File: src/rtl/dcache_pkg.sv
// Shared types and address helpers for the dcache_dm direct-mapped data cache.
package dcache_pkg;

  typedef enum logic [1:0] {
    IDLE,
    REFILL,
    WRITE
  } dcache_state_e;

  localparam int unsigned DCACHE_DATA_WIDTH     = 32;
  localparam int unsigned DCACHE_ADDR_WIDTH     = 32;
  localparam int unsigned DCACHE_NUM_LINES      = 16;
  localparam int unsigned DCACHE_WORDS_PER_LINE = 4;

  localparam int unsigned BYTE_OFF_W = $clog2(DCACHE_DATA_WIDTH / 8);
  localparam int unsigned WORD_OFF_W = $clog2(DCACHE_WORDS_PER_LINE);
  localparam int unsigned INDEX_W    = $clog2(DCACHE_NUM_LINES);
  localparam int unsigned TAG_W      = DCACHE_ADDR_WIDTH - INDEX_W - WORD_OFF_W - BYTE_OFF_W;

  // Clears the low_w least significant address bits (word or line alignment).
  function automatic logic [63:0] line_base_addr(input logic [63:0] addr, input int unsigned low_w);
    return addr & ~((64'd1 << low_w) - 64'd1);
  endfunction

endpackage

File: src/rtl/dcache_line_store.sv
// Valid bits, tag array and data array of dcache_dm: one combinational read
// port and one byte-masked write port sharing the line index.
module dcache_line_store #(
  parameter int unsigned DATA_WIDTH = 32,
  parameter int unsigned INDEX_W    = 4,
  parameter int unsigned WORD_OFF_W = 2,
  parameter int unsigned TAG_W      = 26
) (
  input  logic                    clk,
  input  logic                    rst_n,
  input  logic [INDEX_W-1:0]      index_i,
  input  logic [TAG_W-1:0]        tag_i,
  input  logic [WORD_OFF_W-1:0]   rd_offset_i,
  output logic [DATA_WIDTH-1:0]   rd_data_o,
  output logic                    hit_o,
  input  logic                    wr_en_i,
  input  logic [WORD_OFF_W-1:0]   wr_offset_i,
  input  logic [DATA_WIDTH/8-1:0] wr_be_i,
  input  logic [DATA_WIDTH-1:0]   wr_data_i,
  input  logic                    tag_we_i,
  input  logic                    inval_i
);

  localparam int unsigned NUM_LINES = 1 << INDEX_W;
  localparam int unsigned WPL       = 1 << WORD_OFF_W;
  localparam int unsigned BE_W      = DATA_WIDTH / 8;

  logic [NUM_LINES-1:0]  valid_q, valid_d;
  logic [TAG_W-1:0]      tag_q  [NUM_LINES];
  logic [DATA_WIDTH-1:0] data_q [NUM_LINES][WPL];

  always_comb begin
    valid_d = valid_q;
    if (inval_i)  valid_d[index_i] = 1'b0;
    if (tag_we_i) valid_d[index_i] = 1'b1;
  end

  always_ff @(posedge clk or negedge rst_n) begin
    if (!rst_n) valid_q <= '0;
    else        valid_q <= valid_d;
  end

  always_ff @(posedge clk) begin
    if (tag_we_i) tag_q[index_i] <= tag_i;
    if (wr_en_i) begin
      for (int unsigned b = 0; b < BE_W; b++) begin
        if (wr_be_i[b]) data_q[index_i][wr_offset_i][8*b +: 8] <= wr_data_i[8*b +: 8];
      end
    end
  end

  assign rd_data_o = data_q[index_i][rd_offset_i];
  assign hit_o     = valid_q[index_i] && (tag_q[index_i] == tag_i);

endmodule

File: src/rtl/dcache_dm.sv
// Direct-mapped, write-through, no-write-allocate data cache with a req/ack core
// port and a req/gnt/rvalid memory port. Define DCACHE_STATS_EN for hit/miss counters.
module dcache_dm
  import dcache_pkg::*;
#(
  parameter int unsigned DATA_WIDTH     = DCACHE_DATA_WIDTH,
  parameter int unsigned ADDR_WIDTH     = DCACHE_ADDR_WIDTH,
  parameter int unsigned NUM_LINES      = DCACHE_NUM_LINES,
  parameter int unsigned WORDS_PER_LINE = DCACHE_WORDS_PER_LINE
) (
  input  logic                    clk,
  input  logic                    rst_n,
  input  logic                    req_i,
  input  logic                    we_i,
  input  logic [DATA_WIDTH/8-1:0] be_i,
  input  logic [ADDR_WIDTH-1:0]   addr_i,
  input  logic [DATA_WIDTH-1:0]   data_i,
  output logic [DATA_WIDTH-1:0]   data_o,
  output logic                    ack_o,
  output logic                    mem_req_o,
  output logic                    mem_we_o,
  output logic [ADDR_WIDTH-1:0]   mem_addr_o,
  output logic [DATA_WIDTH/8-1:0] mem_be_o,
  output logic [DATA_WIDTH-1:0]   mem_wdata_o,
  input  logic                    mem_gnt_i,
  input  logic                    mem_rvalid_i,
  input  logic [DATA_WIDTH-1:0]   mem_rdata_i,
  output logic [31:0]             hit_cnt_o,
  output logic [31:0]             miss_cnt_o
);

  localparam int unsigned BE_W = DATA_WIDTH / 8;
  localparam int unsigned BO_W = $clog2(BE_W);
  localparam int unsigned WO_W = $clog2(WORDS_PER_LINE);
  localparam int unsigned IX_W = $clog2(NUM_LINES);
  localparam int unsigned TG_W = ADDR_WIDTH - IX_W - WO_W - BO_W;
  localparam logic [WO_W-1:0] LAST_WORD = WO_W'(WORDS_PER_LINE - 1);

  dcache_state_e   state_q, state_d;
  logic [WO_W-1:0] req_cnt_q, req_cnt_d;
  logic [WO_W-1:0] rsp_cnt_q, rsp_cnt_d;
  logic            req_done_q, req_done_d;

  logic [WO_W-1:0]       offset;
  logic [IX_W-1:0]       index;
  logic [TG_W-1:0]       tag;
  logic [ADDR_WIDTH-1:0] line_base;
  logic [ADDR_WIDTH-1:0] word_addr;

  logic                  st_hit;
  logic [DATA_WIDTH-1:0] st_rd_data;
  logic                  st_wr_en;
  logic [WO_W-1:0]       st_wr_off;
  logic [BE_W-1:0]       st_wr_be;
  logic [DATA_WIDTH-1:0] st_wr_data;
  logic                  st_tag_we;
  logic                  st_inval;

  // The core holds the request stable until ack, so the address is used unregistered.
  assign offset    = addr_i[BO_W +: WO_W];
  assign index     = addr_i[BO_W+WO_W +: IX_W];
  assign tag       = addr_i[ADDR_WIDTH-1 -: TG_W];
  assign line_base = ADDR_WIDTH'(line_base_addr(64'(addr_i), WO_W + BO_W));
  assign word_addr = ADDR_WIDTH'(line_base_addr(64'(addr_i), BO_W));

  dcache_line_store #(
    .DATA_WIDTH (DATA_WIDTH),
    .INDEX_W    (IX_W),
    .WORD_OFF_W (WO_W),
    .TAG_W      (TG_W)
  ) u_store (
    .clk         (clk),
    .rst_n       (rst_n),
    .index_i     (index),
    .tag_i       (tag),
    .rd_offset_i (offset),
    .rd_data_o   (st_rd_data),
    .hit_o       (st_hit),
    .wr_en_i     (st_wr_en),
    .wr_offset_i (st_wr_off),
    .wr_be_i     (st_wr_be),
    .wr_data_i   (st_wr_data),
    .tag_we_i    (st_tag_we),
    .inval_i     (st_inval)
  );

  always_comb begin
    state_d     = state_q;
    req_cnt_d   = req_cnt_q;
    rsp_cnt_d   = rsp_cnt_q;
    req_done_d  = req_done_q;
    ack_o       = 1'b0;
    data_o      = '0;
    mem_req_o   = 1'b0;
    mem_we_o    = 1'b0;
    mem_addr_o  = word_addr;
    mem_be_o    = '0;
    mem_wdata_o = '0;
    st_wr_en    = 1'b0;
    st_wr_off   = offset;
    st_wr_be    = '0;
    st_wr_data  = data_i;
    st_tag_we   = 1'b0;
    st_inval    = 1'b0;

    unique case (state_q)
      IDLE: begin
        if (req_i) begin
          if (we_i) begin
            state_d = WRITE;
          end else if (st_hit) begin
            ack_o  = 1'b1;
            data_o = st_rd_data;
          end else begin
            // The victim line is invalidated up front so a partial refill never hits.
            state_d    = REFILL;
            req_cnt_d  = '0;
            rsp_cnt_d  = '0;
            req_done_d = 1'b0;
            st_inval   = 1'b1;
          end
        end
      end

      REFILL: begin
        mem_req_o  = !req_done_q;
        mem_addr_o = line_base | (ADDR_WIDTH'(req_cnt_q) << BO_W);
        mem_be_o   = '1;
        if (!req_done_q && mem_gnt_i) begin
          req_cnt_d = req_cnt_q + WO_W'(1);
          if (req_cnt_q == LAST_WORD) req_done_d = 1'b1;
        end
        if (mem_rvalid_i) begin
          st_wr_en   = 1'b1;
          st_wr_off  = rsp_cnt_q;
          st_wr_be   = '1;
          st_wr_data = mem_rdata_i;
          rsp_cnt_d  = rsp_cnt_q + WO_W'(1);
          if (rsp_cnt_q == LAST_WORD) begin
            st_tag_we = 1'b1;
            state_d   = IDLE;
          end
        end
      end

      WRITE: begin
        mem_req_o   = 1'b1;
        mem_we_o    = 1'b1;
        mem_be_o    = be_i;
        mem_wdata_o = data_i;
        if (mem_gnt_i) begin
          ack_o   = 1'b1;
          state_d = IDLE;
          if (st_hit) begin
            st_wr_en = 1'b1;
            st_wr_be = be_i;
          end
        end
      end

      default: state_d = IDLE;
    endcase
  end

  always_ff @(posedge clk or negedge rst_n) begin
    if (!rst_n) begin
      state_q    <= IDLE;
      req_cnt_q  <= '0;
      rsp_cnt_q  <= '0;
      req_done_q <= 1'b0;
    end else begin
      state_q    <= state_d;
      req_cnt_q  <= req_cnt_d;
      rsp_cnt_q  <= rsp_cnt_d;
      req_done_q <= req_done_d;
    end
  end

`ifdef DCACHE_STATS_EN
  logic        refilled_q, refilled_d;
  logic [31:0] hit_cnt_q, hit_cnt_d;
  logic [31:0] miss_cnt_q, miss_cnt_d;

  // The hit that completes a refilled miss is not counted as a hit.
  always_comb begin
    refilled_d = (state_q == REFILL) && (state_d == IDLE);
    hit_cnt_d  = hit_cnt_q;
    miss_cnt_d = miss_cnt_q;
    if ((state_q == IDLE) && req_i && !we_i && st_hit && !refilled_q && (hit_cnt_q != '1))
      hit_cnt_d = hit_cnt_q + 32'd1;
    if ((state_q == IDLE) && (state_d == REFILL) && (miss_cnt_q != '1))
      miss_cnt_d = miss_cnt_q + 32'd1;
  end

  always_ff @(posedge clk or negedge rst_n) begin
    if (!rst_n) begin
      refilled_q <= 1'b0;
      hit_cnt_q  <= '0;
      miss_cnt_q <= '0;
    end else begin
      refilled_q <= refilled_d;
      hit_cnt_q  <= hit_cnt_d;
      miss_cnt_q <= miss_cnt_d;
    end
  end

  assign hit_cnt_o  = hit_cnt_q;
  assign miss_cnt_o = miss_cnt_q;
`else
  assign hit_cnt_o  = '0;
  assign miss_cnt_o = '0;
`endif

endmodule

File: config.mk
export PLATFORM = sky130hd
export DESIGN_NAME = dcache_dm
export DESIGN_NICKNAME = d
export VERILOG_FILES = /design/src/rtl/dcache_pkg.sv /design/src/rtl/dcache_line_store.sv /design/src/rtl/dcache_dm.sv
export SDC_FILE = /design/constraint.sdc
export NUM_CORES = 2
export LEC_CHECK = 0
export BUFFER_PORTS_ARGS = -buffer_cell sky130_fd_sc_hd__buf_2
export CORE_MARGIN = 5
export CORE_UTILIZATION = 24
export CTS_CLUSTER_SIZE = 16
export DETAILED_ROUTE_END_ITERATION = 10
export PLACE_DENSITY = 0.38
export SLEW_MARGIN = 5
export SYNTH_ARGS = -nofsm -noshare
export SYNTH_HDL_FRONTEND = slang
export SYNTH_SLANG_ARGS = --single-unit
File: constraint.sdc
create_clock -name clk -period 15.4 [get_ports clk]
set_input_delay 3.08 -clock clk [delete_from_list [all_inputs] [get_ports clk]]
set_output_delay 3.08 -clock clk [all_outputs]
set_load 0.01 [all_outputs]
==> reports/qor.yml <==
status:
  status: "completed"
sta:
  period_share_pct: 72.5
  min_period_ns: 11.16
  drv_slew: 0
  fmax_mhz: 89.6
  setup_viol: 0
  layout_setup_ws_ns: 4.24
  rsz0062_at_grt: "no"
  hold_viol: 0
  tightest_slew_ns: 1.12
  hold-worst-slack_ns: 0.505
  slew_headroom_pct: 25.6
  clock_skew_ns: 0.100
  tns_ns: 0
clocking:
  cts_tree: "done"
  postCtsSetupRepairBufs: 0
  post_cts_resized: 0
  ctsHoldBuffers: 0
  clockBufferDepth: 4
  clock_latency_ns: 0.87
  htreeDepth: 5
  clock_sink_count: 2455
  cts_buffers: 280
  path_clk_slew_ns: 0.06
  cts_root_buf: "clkbuf_16"
grt:
  grt_pass1_vias: 48300
  grt_pass1_wl_mm: 398
  grt_max_degree: 121
  antenna_found_initial: 14
  grt-ovfl-total: 0
  track_usage_pct: 13.2
die:
  rows: 235
  die_height_um: 650
  dieArea_um2: 423000
  die_w_um: 650
  io_pins: 273
  coreArea_um2: 409000
  start_util_pct: 24.1
yosys:
  ys_ff_latch: 2455
  yosys-top-cells-area: "edfxtp_1 (74%), mux4_2 (18%), nor3_2 (1.9%), buf_4 (0.80%), clkbuf_1 (0.63%)"
  async_flop_share_pct: 0.937
  synth_common_cells: "edfxtp_1 (2432), mux4_2 (770), nor3_2 (190)"
  ys_seq_area_share_pct: 74.8
  synth-edff-count: 2432
  netlist_area_um2: 98400
  synth_top_area_share_pct: 74.2
  synth_flop_cell: "edfxtp_1"
  yosysTopAreaCell: "edfxtp_1"
  yosysMostFrequentCell: "edfxtp_1"
  syn_area_per_cell_um2: 22.5
  synth_cells: 4381
  synth_warnings: 0
  ys_types: 67
final_layout:
  final_util_pct: 28.1
  drive_above_1_share_pct: 36.1
  fillCellCount: 40100
  seq_area_um2: 73600
  multi_input_area_um2: 23400
  area_growth_pct: 16.7
  nets: 4841
worst_hold_path:
  hold_depth: 2
  min_path_type: "flop to flop"
  min_from: "u_store.valid_q[1]"
  hold_path_end: "u_store.valid_q[1]"
critical_path:
  arrival_ns: 8.08
  required_ns: 12.32
  worst_r2r_path_depth: 12
  rr_startpoint: "u_store.tag_q[8][9]"
  crit_fanout: 89
  regToRegEndpoint: "u_store.data_q[15][63]"
  reg2reg_slack_ns: 10.07
  critPathLaunchType: "input port"
  critPathLaunch: "addr_i[4]"
  path_class: "input port to output pin"
  cp-end-kind: "output pin"
placement:
  port_buffers: 204
  dp_hpwl_mm: 161
  pre_cts_ws_ns: 4.03
  globalplace.congestion: 0.698
pwr:
  p_comb_share_pct: 10.9
  p_per_area_nw_per_um2: 138
  p_clk_share_pct: 39.8
  p_seq_share_pct: 49.3
  p_leak_nw: 34.8
  power.switching_mw: 3.99
  ir_drop_mv: 0.0951
  p_int_mw: 11.8
  swShare_pct: 25.2
route:
  vias_per_cell: 4.38
  drt-initial-drc-count: 3543
  routedWlPerCell_um: 27.7
  vias: 45500
  ant_nets: 0
  wirelength_mm: 287
  drcViolationCount: 0
  first_pass_iters: 5
job:
  maxCapViolations: 0
-- cell type report --
type | instances | area share [%]
Multi-Input combinational cell | 1600 | 20.4
Antenna cell | 4 | 0.00872
Clock buffer | 361 | 6.54
Clock inverter | 121 | 0.822
Inverter | 13 | 0.0425
Tap cell | 5451 | 5.94
Sequential cell | 2455 | 64.1
Timing Repair Buffer | 380 | 2.15
-- through the flow --
stage          cell area (um^2)  instances  power (mW)
2_1_floorplan             98700       4446        8.88
3_3_place_gp             106000       9899        9.72
3_5_place_dp             106000       9899        9.76
4_1_cts                  115000      10400        16.1
5_1_grt                  115000      10400        16.4
6_report                 115000      10400        15.8
-- power by group through the flow --
stage	Sequential [mW]	Clock [mW]	Combinational (mW)
floorplan	7.95	0	0.921
global placement	7.94	0	1.78
detailed placement	7.94	0	1.81
CTS	7.80	6.52	1.82
global route	7.80	6.78	1.86
finish	7.80	6.31	1.73
-- kinds of logic after synthesis --
| family | share of synthesized area, % |
|---|---|
| compound gates | 0.722 |
| xor+xnor | 0.249 |
| fa+ha+maj | 0.0636 |
| buf+inv | 2.00 |
| flops | 74.8 |
| mux | 18.4 |
| other cells | 0.00381 |
| simple gates | 3.79 |
-- sequential cells by signal (all words and copies together) (netlist names) --
signal and cells:
u_store.valid_q 16, rsp_cnt_q 2, state_q 2, u_store.data_q 2048, req_cnt_q 2, u_store.tag_q 384
req_done_q 1
-- critical path, stage by stage --
cell and delay [ns]:
buf_8 0.26, buf_12 0.47, buf_12 0.61, buf_4 0.88
mux4_2 0.68, mux4_2 0.55, mux4_2 0.55, nor2b_1 0.16
buf_2 0.17
-- cells in the final DEF, fill, tap and decap left out, types with 35 or more instances in the layout --
cell type / instances
edfxtp_1: 2432
mux4_2: 770
clkbuf_16: 289
buf_2: 199
nor3_2: 190
buf_4: 170
nand2_1: 89
nor3_1: 83
clkbuf_1: 71
conb_1: 66
clkinv_1: 63
mux2i_1: 61
nand2_2: 46
nor2b_1: 40
and2_1: 35
-- metal layers --
layer	track usage (%)	part of all wire (%)	routed length, um	up-vias
met5	0	0.0084	24	-
met4	2.89	2.1	6160	4
met3	1.90	4.2	12100	351
met2	22.2	49	142000	1031
met1	18.1	44	128000	25000
li1	-	-	-	19100
-- worst max path at each step --
stage                      end  slack (ns)
global placement    data_o[22]        4.02
floorplan            data_o[0]        6.04
global route        data_o[22]        3.82
detailed placement  data_o[22]        4.03
finish              data_o[22]        4.24
CTS                 data_o[22]        4.03
Power figures use the tool's default switching activity.
